$ cat src/rtl/csa_pipe_if.sv
// Streaming operand/result bundle for csa_pipe_adder.
// The sub signal exists only when CSA_SUB_EN is defined.
interface csa_pipe_if #(
  parameter int WIDTH = 32
);
  logic             in_valid;
  logic             in_ready;
  logic [WIDTH-1:0] a;
  logic [WIDTH-1:0] b;
  logic             cin;
`ifdef CSA_SUB_EN
  logic             sub;
`endif
  logic             out_valid;
  logic             out_ready;
  logic [WIDTH-1:0] sum;
  logic             cout;
  logic             ovf;

  modport master (
`ifdef CSA_SUB_EN
    output sub,
`endif
    output in_valid, a, b, cin, out_ready,
    input  in_ready, out_valid, sum, cout, ovf
  );

  modport slave (
`ifdef CSA_SUB_EN
    input  sub,
`endif
    input  in_valid, a, b, cin, out_ready,
    output in_ready, out_valid, sum, cout, ovf
  );
endinterface

$ cat src/rtl/csa_pipe_adder.sv
// Pipelined carry-select adder with valid/ready flow control and a global stall.
// Optional subtract mode is enabled by defining CSA_SUB_EN.
module csa_pipe_adder #(
  parameter int WIDTH         = 32,
  parameter int BLOCK         = 4,
  parameter int BLK_PER_STAGE = 2
) (
  input  logic        clk,
  input  logic        rst,
  csa_pipe_if.slave   bus
);
  localparam int NBLK   = WIDTH / BLOCK;
  localparam int STAGES = NBLK / BLK_PER_STAGE;

  logic [WIDTH-1:0] a_q   [STAGES];
  logic [WIDTH-1:0] a_d   [STAGES];
  logic [WIDTH-1:0] b_q   [STAGES];
  logic [WIDTH-1:0] b_d   [STAGES];
  logic [WIDTH-1:0] sum_q [STAGES];
  logic [WIDTH-1:0] sum_d [STAGES];
  logic             c_q   [STAGES];
  logic             c_d   [STAGES];
  logic             v_q   [STAGES];
  logic             v_d   [STAGES];
  logic             ovf_q;
  logic             ovf_d;
  logic             advance_s;
  logic [WIDTH-1:0] b_eff_s;

  // Effective B operand: inverted in subtract mode, carry-in passes through unchanged
  always_comb begin
`ifdef CSA_SUB_EN
    if (bus.sub) begin
      b_eff_s = ~bus.b;
    end else begin
      b_eff_s = bus.b;
    end
`else
    b_eff_s = bus.b;
`endif
  end

  // One stall signal for the whole pipe: it moves only when the output slot can drain
  assign advance_s     = !v_q[STAGES-1] || bus.out_ready;
  assign bus.in_ready  = advance_s;
  assign bus.out_valid = v_q[STAGES-1];
  assign bus.sum       = sum_q[STAGES-1];
  assign bus.cout      = c_q[STAGES-1];
  assign bus.ovf       = ovf_q;

  // Next-state for every stage: resolve this stage's groups by carry selection
  always_comb begin
    logic [WIDTH-1:0] pa;
    logic [WIDTH-1:0] pb;
    logic [WIDTH-1:0] ps;
    logic             pc;
    logic             pv;
    logic [BLOCK:0]   s0;
    logic [BLOCK:0]   s1;
    int               lo;
    ovf_d = 1'b0;
    for (int j = 0; j < STAGES; j++) begin
      if (j == 0) begin
        pa = bus.a;
        pb = b_eff_s;
        ps = {WIDTH{1'b0}};
        pc = bus.cin;
        pv = bus.in_valid;
      end else begin
        pa = a_q[j-1];
        pb = b_q[j-1];
        ps = sum_q[j-1];
        pc = c_q[j-1];
        pv = v_q[j-1];
      end
      for (int k = 0; k < BLK_PER_STAGE; k++) begin
        lo = (j * BLK_PER_STAGE + k) * BLOCK;
        // Both carry hypotheses are formed before the real carry is known
        s0 = {1'b0, pa[lo +: BLOCK]} + {1'b0, pb[lo +: BLOCK]};
        s1 = {1'b0, pa[lo +: BLOCK]} + {1'b0, pb[lo +: BLOCK]} + {{BLOCK{1'b0}}, 1'b1};
        ps[lo +: BLOCK] = pc ? s1[BLOCK-1:0] : s0[BLOCK-1:0];
        pc = pc ? s1[BLOCK] : s0[BLOCK];
      end
      a_d[j]   = pa;
      b_d[j]   = pb;
      sum_d[j] = ps;
      c_d[j]   = pc;
      v_d[j]   = pv;
    end
    ovf_d = (a_d[STAGES-1][WIDTH-1] == b_d[STAGES-1][WIDTH-1]) &&
            (sum_d[STAGES-1][WIDTH-1] != a_d[STAGES-1][WIDTH-1]);
  end

  // Stage registers: cleared by reset, frozen together while the output is stalled
  always_ff @(posedge clk or posedge rst) begin
    if (rst) begin
      for (int j = 0; j < STAGES; j++) begin
        a_q[j]   <= {WIDTH{1'b0}};
        b_q[j]   <= {WIDTH{1'b0}};
        sum_q[j] <= {WIDTH{1'b0}};
        c_q[j]   <= 1'b0;
        v_q[j]   <= 1'b0;
      end
      ovf_q <= 1'b0;
    end else if (advance_s) begin
      for (int j = 0; j < STAGES; j++) begin
        a_q[j]   <= a_d[j];
        b_q[j]   <= b_d[j];
        sum_q[j] <= sum_d[j];
        c_q[j]   <= c_d[j];
        v_q[j]   <= v_d[j];
      end
      ovf_q <= ovf_d;
    end
  end
endmodule

$ cat src/flat_wrapper.sv
// flat-port wrapper written by rule: the top's interface ports become plain ports
module csa_pipe_adder_flat 
#(
  parameter int WIDTH         = 32,
  parameter int BLOCK         = 4,
  parameter int BLK_PER_STAGE = 2
)
  (clk, rst, bus_in_valid, bus_a, bus_b, bus_cin, bus_out_ready, bus_in_ready, bus_out_valid, bus_sum, bus_cout, bus_ovf);
  csa_pipe_if #(.WIDTH(WIDTH)) bus_i ();
  input  logic clk;
  input  logic rst;
  input wire logic [$bits(bus_i.in_valid)-1:0] bus_in_valid;
  input wire logic [$bits(bus_i.a)-1:0] bus_a;
  input wire logic [$bits(bus_i.b)-1:0] bus_b;
  input wire logic [$bits(bus_i.cin)-1:0] bus_cin;
  input wire logic [$bits(bus_i.out_ready)-1:0] bus_out_ready;
  output wire logic [$bits(bus_i.in_ready)-1:0] bus_in_ready;
  output wire logic [$bits(bus_i.out_valid)-1:0] bus_out_valid;
  output wire logic [$bits(bus_i.sum)-1:0] bus_sum;
  output wire logic [$bits(bus_i.cout)-1:0] bus_cout;
  output wire logic [$bits(bus_i.ovf)-1:0] bus_ovf;
  assign bus_i.in_valid = bus_in_valid;
  assign bus_i.a = bus_a;
  assign bus_i.b = bus_b;
  assign bus_i.cin = bus_cin;
  assign bus_i.out_ready = bus_out_ready;
  assign bus_in_ready = bus_i.in_ready;
  assign bus_out_valid = bus_i.out_valid;
  assign bus_sum = bus_i.sum;
  assign bus_cout = bus_i.cout;
  assign bus_ovf = bus_i.ovf;
  csa_pipe_adder #(.WIDTH(WIDTH), .BLOCK(BLOCK), .BLK_PER_STAGE(BLK_PER_STAGE)) u_core (.clk(clk), .rst(rst), .bus(bus_i));
endmodule
$ cat config.mk
export PLATFORM = sky130hd
export DESIGN_NAME = csa_pipe_adder_flat
export DESIGN_NICKNAME = d
export VERILOG_FILES = /design/src/rtl/csa_pipe_if.sv /design/src/rtl/csa_pipe_adder.sv /design/src/flat_wrapper.sv
export SDC_FILE = /design/constraint.sdc
export NUM_CORES = 1
export LEC_CHECK = 0
export ABC_AREA = 1
export CAP_MARGIN = 15
export CELL_PAD_IN_SITES_DETAIL_PLACEMENT = 1
export CELL_PAD_IN_SITES_GLOBAL_PLACEMENT = 1
export CORE_MARGIN = 4
export CORE_UTILIZATION = 30
export CTS_CLUSTER_SIZE = 25
export DETAILED_ROUTE_END_ITERATION = 6
export PLACE_DENSITY_LB_ADDON = 0.1
export SKIP_CTS_REPAIR_TIMING = 1
export SLEW_MARGIN = 10
export SYNTH_ARGS = -nofsm -noshare
export SYNTH_HDL_FRONTEND = slang
export SYNTH_SLANG_ARGS = --single-unit
$ cat constraint.sdc
create_clock -name clk -period 6.2 [get_ports clk]
set_clock_uncertainty 0.15 [all_clocks]
set_input_delay 0.93 -clock clk [delete_from_list [all_inputs] [get_ports clk]]
set_output_delay 0.93 -clock clk [all_outputs]
set_load 0.01 [all_outputs]
==> metrics, run 1 <==
outcome=completed; dpl cells=1488; vias post-DR=6808; Cell variety after synth=32; Final Cycle Share=61.7%; Synthesized Nets=1152; final instance area=10900 µm²; I/O Pins=105; DP Area=10200 µm²; Die Ht=180 µm; gpl congestion=0.736; port bufs=104; Syn Std Cell Area=8850 µm²; crit path time final=3820 ps; critical path launch point type=input port; gr usage total=13.0%; Residual DRC=0; flop and latch count out of synthesis=185; CORE AREA=28900 µm²; Pins Over Slew Limit=0; Net Sw Power=2.23 mW; H-tree Lvls=4; Starting Density=30.6%; P_leak=5.40 nW; syn_area_per_cell=8.55 µm²; Final Instance Count excl. Fillers=1520; r2r worst-path depth=5; Post-synth EDFFs=0; r2r endpoint=u_core.sum_d[19]$_DFFE_PP0P_; clock network fraction of design power=20.8%; Setup CP Type=input port to primary output; TritonCTS clock tree=yes; Crit path required time=5120 ps; Comb power frac=43.3%; Worst Path Arrival=2740 ps; TritonRoute pass-1 iters=4; Hold Path Sink=u_core.bus.out_valid$_DFFE_PP0P_; Synth Instances=1035; clock-pin slew on the worst setup and hold paths=80 ps; Slew @ Worst Pin=1070 ps; Routed Wire Length=20100 µm; total CTS buffers=17; vias in the first global route=7279; Ys Warns=0; Primary FF master, synth=dfrtp_1; initial antenna violation count=0; Worst setup EP type=primary output; final setup violating endpoints=0; Async S/R FF share, synth=100%; later-pin clock latency in the skew report=440 ps; root buffer cell=clkbuf_16; Final HPWL DP=13100 µm; Power, Total=5.63 mW; global-route wire length before repair=35600 µm; Hold WC Path Type=register to register; Die ar.=32300 µm²; worst IR drop on VDD=0.000197 V; Detail Route Antenna Nets=0; Fmax achieved=0.261 GHz; wire per inst=13.2 µm; Net Sw Frac=39.7%; max-cap viol count=0; largest net degree at the start of global routing=108; worst setup margin=2380 ps; DR vias/cell=4.48; Int Pwr=3.39 mW; CP Max Fanout=106; register share of total power=35.9%; # diodes=0; reg-to-reg slack, setup=3430 ps; Die X=180 µm; relative slew slack=28.4%; clk sinks=185; buffer levels on the longest clock path=2; Worst Hold Depth=2; Fin Setup TNS=0 ps; row cnt=62; RSZ-0062 raised after global routing=false; layout cells sized above 1=5.63%; Placement Setup Slack=2340 ps; DR iter-0 viols=354; hold wc startpoint=u_core.v_d[0]$_DFFE_PP0P_; Critical path origin=bus_out_ready; pwr/cell area=518 nW/µm²; gr ovfl total=0; final hold vios=0; Area growth, synth to finish=22.8%; # nets final=1240; Critical R2R Launch=u_core.bus.out_valid$_DFFE_PP0P_; post-synthesis sequential area ratio=52.3%
## cell usage in the layout, fill, tap and decap left out, types with 11 or more instances in the layout
| cell type | n |
|---|---|
| nand2_1 | 446 |
| dfrtp_1 | 185 |
| clkdlybuf4s50_1 | 104 |
| inv_1 | 71 |
| o21ai_0 | 62 |
| nand3_1 | 50 |
| ha_1 | 40 |
| nor2_1 | 26 |
| o21ai_1 | 22 |
| a21oi_1 | 17 |
| clkbuf_16 | 17 |
| xnor2_1 | 11 |
## sequential cells by signal, summed over array words and instances, names as in the netlist
register / cells
u_core.a_d: 48
u_core.b_d: 48
u_core.bus.cout: 1
u_core.bus.out_valid: 1
u_core.bus.ovf: 1
u_core.bus.sum: 32
u_core.c_q: 3
u_core.sum_d: 48
u_core.v_d: 3
## worst max-delay path by stage
stage                     slack, ps                          to
after CTS                      2340                bus_in_ready
after floorplan                  90  u_core.a_d[24]$_DFFE_PP0P_
after global routing           2250                bus_in_ready
final                          2380                bus_in_ready
after detailed placement       2340                bus_in_ready
after global placement         2350                bus_in_ready
## metal layers
metal  wire length, µm  vias up  GRT usage (%)  share of wire (%)
met2              9670       73           22.4                 48
li1                  -     3438              -                  -
met1              9670     3283           16.9                 48
met3               549       14           2.71                2.7
met4               199        0           3.11               0.99
met5                 0        -              0                  0
## Yosys cell counts (4+ instances only)
cell type	number	share of area [%]
fa_1	8	1.8
o21ai_0	62	3.5
nor2_1	26	1.1
nand3b_1	6	0.51
ha_1	40	5.7
dfrtp_1	185	52
nor3_1	5	0.28
a21oi_1	17	0.96
nand2_1	446	19
nand3_1	50	2.8
o21ai_1	22	1.2
buf_2	11	0.62
buf_1	7	0.30
nand2_2	4	0.28
clkbuf_1	20	0.85
xor2_1	6	0.59
xnor2_1	11	1.1
inv_1	72	3.1
nand4_1	4	0.28
inv_2	6	0.25
## power by group through the flow
stage                     Sequential, mW  Combinational, mW  Clock [mW]
final                               2.02               2.44        1.17
after global routing                2.09               2.86        1.27
after CTS                           2.03               2.51        1.22
after detailed placement            2.05               2.50           0
after global placement              2.05               2.45           0
after floorplan                     2.01               1.74           0
## worst max-delay path: stages
cell	delay, ps
clkdlybuf4s50_1	510
nor2_4	60
inv_6	540
clkdlybuf4s50_1	670
## metrics by stage
step / util, % / hold slack, ps
floorplan: - / 270
global placement: 35.4 / 288
detailed placement: 35.4 / 286
CTS: 37.6 / 312
global route: 37.6 / 334
finish: 37.6 / 311
## layout make-up
cell class / instances / area [µm²]
fill: 3380 / 18100
tap: 384 / 480
inverter: 79 / 323
sequential: 185 / 4630
timing repair buffer: 109 / 1080
clock inverter: 14 / 181
clock buffer: 18 / 439
multi-input combinational: 731 / 3730
## kinds of logic (layout without fill, tap and decap cells)
logic type / count (synthesis) / after routing / synth area share (%)
simple gates: 550 / 550 / 25.4
fa+ha+maj: 48 / 48 / 7.47
buf+inv: 119 / 220 / 5.53
compound gates: 113 / 113 / 7.04
xor+xnor: 20 / 20 / 2.23
flops: 185 / 185 / 52.3
No activity file was read; power rests on OpenSTA's default activity.
==> run 2: changes to the inputs <==
==> constraint.sdc (replaced) <==
create_clock -name clk -period 3.5 [get_ports clk]
set_clock_uncertainty 0.15 [all_clocks]
set_input_delay 0.525 -clock clk [delete_from_list [all_inputs] [get_ports clk]]
set_output_delay 0.525 -clock clk [all_outputs]
set_load 0.01 [all_outputs]
==> run 2 against run 1 <==
  * Sequential cell count stayed put
  * Via count decreased by 0.19%
  * Combinational power up 78%
  * Utilization rose by 0.18 points
  * Non-clock buffer count is 1 higher
  * Count of clock-buffer cells in the layout up 2
  * Hold slack improved by 4.7 ps
  * Final area up 0.48%
  * Global-route usage is 0.079 points higher
  * Critical path depth stayed put
  * Critical path type unchanged
  * Largest power group unchanged
==> metrics, run 2 (synthesis gave the netlist of run 1 again) <==
outcome=completed; Fin Setup TNS=0 ps; later-pin clock latency in the skew report=430 ps; # diodes=0; commonest non-fill, non-tap cell in the layout=nand2_1; CP Max Fanout=36; DR iter-0 viols=244; Area growth, synth to finish=23.4%; vias in the first global route=7278; wire per inst=13.2 µm; Worst setup EP type=primary output; Final Cycle Share=74.4%; DP Area=10300 µm²; reg-to-reg slack, setup=1020 ps; Die X=180 µm; Fmax achieved=0.384 GHz; Worst Path Arrival=1930 ps; worst IR drop on VDD=0.000382 V; DR vias/cell=4.47; Power, Total=9.96 mW; Routed Wire Length=20000 µm; buffer levels on the longest clock path=2; hold slack=315 ps; CORE AREA=28900 µm²; final hold vios=0; TritonRoute pass-1 iters=4; Crit path required time=2820 ps; Placement Setup Slack=454 ps; initial antenna violation count=0; Final HPWL DP=13200 µm; root buffer cell=clkbuf_16; clock-pin slew on the worst setup and hold paths=70 ps; commonest non-fill, non-tap cells in the layout=nand2_1 (446), dfrtp_1 (185), clkdlybuf4s50_1 (104), inv_1 (71), o21ai_0 (62); Residual DRC=0; Slew @ Worst Pin=884 ps; Hold WC Path Type=register to register; Fillers=3384; pwr/cell area=912 nW/µm²; P_leak=5.41 nW; r2r endpoint=u_core.bus.ovf$_DFFE_PP0P_; vias post-DR=6795; # nets final=1241; total CTS buffers=17; Die ar.=32300 µm²; gr ovfl total=0; TritonCTS clock tree=yes; global-route wire length before repair=35700 µm; Final Instance Count excl. Fillers=1521; dpl cells=1489; Starting Density=30.6%; clk sinks=185; final core utilization=37.7%; I/O Pins=105; largest net degree at the start of global routing=187; crit path time final=2600 ps; gr usage total=13.1%; Setup CP Type=input port to primary output; Pins Over Slew Limit=0; RSZ-0062 raised after global routing=false; layout cells sized above 1=5.63%; max-cap viol count=0; relative slew slack=41.1%; gpl congestion=0.734; final setup violating endpoints=0; H-tree Lvls=4; final instance area=10900 µm²; worst setup margin=895 ps; Hold Path Sink=u_core.bus.out_valid$_DFFE_PP0P_; Detail Route Antenna Nets=0; Worst Hold Depth=2; Critical R2R Launch=u_core.a_d[24]$_DFFE_PP0P_; critical path launch point type=input port; r2r worst-path depth=14; Die Ht=180 µm; hold wc startpoint=u_core.v_d[0]$_DFFE_PP0P_; row cnt=62; port bufs=104
==> run 2: cell count changes in the layout (fill, tap and decap cells not counted), sizes merged <==
| cell | before | now |
|---|---|---|
| buf | 5 | 6 |
| clkbuf | 18 | 20 |
| inv | 85 | 81 |
| clkinv | 2 | 4 |
==> run 2: final cells by class <==
type	instances	area (µm²)	area share [%]
Sequential cell	185	4630	42.4
Multi-Input combinational cell	731	3730	34.2
Timing Repair Buffer	110	1140	10.4
Tap cell	384	480	4.40
Clock buffer	20	457	4.18
Inverter	79	319	2.92
Clock inverter	12	163	1.49
==> run 2: worst max path at each step <==
stage / from / endpoint / slack [ps] / cells after the start
final: bus_out_ready / bus_in_ready / 900 / 4
after global routing: u_core.a_d[24]$_DFFE_PP0P_ / u_core.bus.ovf$_DFFE_PP0P_ / 750 / 14
after CTS: bus_out_ready / bus_in_ready / 860 / 4
after detailed placement: bus_b[0] / u_core.sum_d[70]$_DFFE_PP0P_ / 450 / 13
after global placement: bus_b[0] / u_core.sum_d[70]$_DFFE_PP0P_ / 580 / 13
after floorplan: rst / u_core.a_d[24]$_DFFE_PP0P_ / 450 / 1
==> run 2: power by group <==
part,leakage (nW),internal [mW],total (mW),switching [mW]
combinational,2.87,1.81,4.34,2.53
sequential,2.24,3.06,3.56,0.497
clock,0.303,1.18,2.06,0.882
total,5.41,6.04,9.96,3.91
==> run 2: layer usage <==
layer  part of all wire (%)  vias to the layer above  track usage [%]
met3                    2.4                       17             2.55
met1                     47                     3259             16.8
met5                      0                        -                0
met4                    1.4                        0             3.75
li1                       -                     3445                -
met2                     49                       74             22.6
==> run 2: worst max-delay path: stages <==
cell and delay, ps:
clkdlybuf4s50_1 510, nor2_4 70, inv_6 230, clkdlybuf4s50_1 590
==> run 3: changes to the inputs <==
==> constraint.sdc (replaced) <==
create_clock -name clk -period 2.6 [get_ports clk]
set_clock_uncertainty 0.15 [all_clocks]
set_input_delay 0.39 -clock clk [delete_from_list [all_inputs] [get_ports clk]]
set_output_delay 0.39 -clock clk [all_outputs]
set_load 0.01 [all_outputs]
==> run 3 against run 2 <==
  * Power rose by 34%
  * Count of clock-buffer cells in the layout down 1
  * First-iteration DRC count rose by 4.1%
  * Critical endpoint is now u_core.sum_d[22]$_DFFE_PP0P_
==> metrics, run 3 (synthesis gave the netlist of run 1 again) <==
outcome=completed; Pins Over Slew Limit=0; buffer levels on the longest clock path=2; gr ovfl total=0; final setup violating endpoints=0; Fmax achieved=0.413 GHz; Hold WC Path Type=input port to asynchronous set/reset pin; Die X=180 µm; Placement Setup Slack=-204 ps; DR vias/cell=4.42; Routed Wire Length=20100 µm; worst setup margin=177 ps; final hold vios=0; Final Instance Count excl. Fillers=1531; Detail Route Antenna Nets=0; DP Area=10400 µm²; later-pin clock latency in the skew report=450 ps; hold slack=136 ps; TritonCTS clock tree=yes; Starting Density=30.6%; Worst Path Arrival=2610 ps; gr usage total=13.0%; Die ar.=32300 µm²; P_leak=5.45 nW; total CTS buffers=17; Fillers=3434; Area growth, synth to finish=24.3%; # diodes=0; Die Ht=180 µm; Final Cycle Share=93.2%; CP Max Fanout=5; gpl congestion=0.744; worst IR drop on VDD=0.000452 V; RSZ-0062 raised after global routing=false; commonest non-fill, non-tap cell in the layout=nand2_1; Residual DRC=0; I/O Pins=105; layout cells sized above 1=6.97%; global-route wire length before repair=35300 µm; H-tree Lvls=4; Power, Total=13.4 mW; final instance area=11000 µm²; Final HPWL DP=13300 µm; max-cap viol count=0; Setup CP Type=register to register; clk sinks=185; dpl cells=1495; commonest non-fill, non-tap cells in the layout=nand2_1 (444), dfrtp_1 (185), clkdlybuf4s50_1 (104), inv_1 (71), o21ai_0 (62); Worst setup EP type=register; CORE AREA=28900 µm²; relative slew slack=66.4%; largest net degree at the start of global routing=103; port bufs=104; critical path launch point type=register; root buffer cell=clkbuf_16; initial antenna violation count=0; row cnt=62; Crit path required time=2790 ps; wire per inst=13.1 µm; TritonRoute pass-1 iters=4; vias post-DR=6773; pwr/cell area=1210 nW/µm²; Slew @ Worst Pin=503 ps; clock-pin slew on the worst setup and hold paths=80 ps; # nets final=1251; vias in the first global route=7034; crit path time final=2420 ps; DR iter-0 viols=254
-- run 3: cell type report --
cell class              instances  area [µm²]  share of cell area [%]
flip-flops and latches        185        4630                    42.1
repair buffers                120        1240                    11.2
clock buffers                  19         443                    4.03
clock inverters                13         120                    1.09
inverters                      79         319                    2.90
well taps                     384         480                    4.37
multi-input cells             731        3770                    34.3
-- run 3: per-stage QoR --
step | TNS (ps) | util (%)
CTS | 0 | 37.8
global route | 0 | 38.0
global placement | -711 | 35.8
floorplan | -58930 | -
detailed placement | -970 | 35.8
finish | 0 | 38.0
-- run 3: critical path, cell delays in order, from the launching register on --
cell	delay (ps)
dfrtp_1	400
ha_1	220
fa_1	510
ha_1	150
inv_1	70
nor3_4	190
inv_2	70
o21bai_4	210
nand2_2	120
nand2_1	80
nand2_1	50
nand2_1	60
nand2_1	50
-- run 3: routing by layer --
metal / wire length, µm / vias up / global-route usage, %
li1: - / 3462 / -
met1: 9620 / 3219 / 17.0
met2: 9650 / 75 / 21.9
met3: 548 / 17 / 2.81
met4: 248 / 0 / 3.47
met5: 0 / - / 0
-- run 3: final timing paths --
check                                        startpoint                           end  slack (ps)  depth (start not counted)
min                                                 rst    u_core.b_d[91]$_DFFE_PP0P_         140                          2
max reg2reg                  u_core.a_d[48]$_DFFE_PP0P_  u_core.sum_d[22]$_DFFE_PP0P_         180                         12
max in group asynchronous                           rst    u_core.a_d[88]$_DFFE_PP0P_        1470                          3
min reg2reg                u_core.sum_d[34]$_DFFE_PP0P_   u_core.sum_d[2]$_DFFE_PP0P_         310                          2
max                          u_core.a_d[48]$_DFFE_PP0P_  u_core.sum_d[22]$_DFFE_PP0P_         180                         12
min in group clk           u_core.sum_d[34]$_DFFE_PP0P_   u_core.sum_d[2]$_DFFE_PP0P_         310                          2
-- run 3: report_power, final --
group          internal [mW]  switching [mW]  leakage [nW]
Combinational           2.54            3.45          2.93
Clock                   1.30            1.26         0.282
Sequential              4.12           0.686          2.24
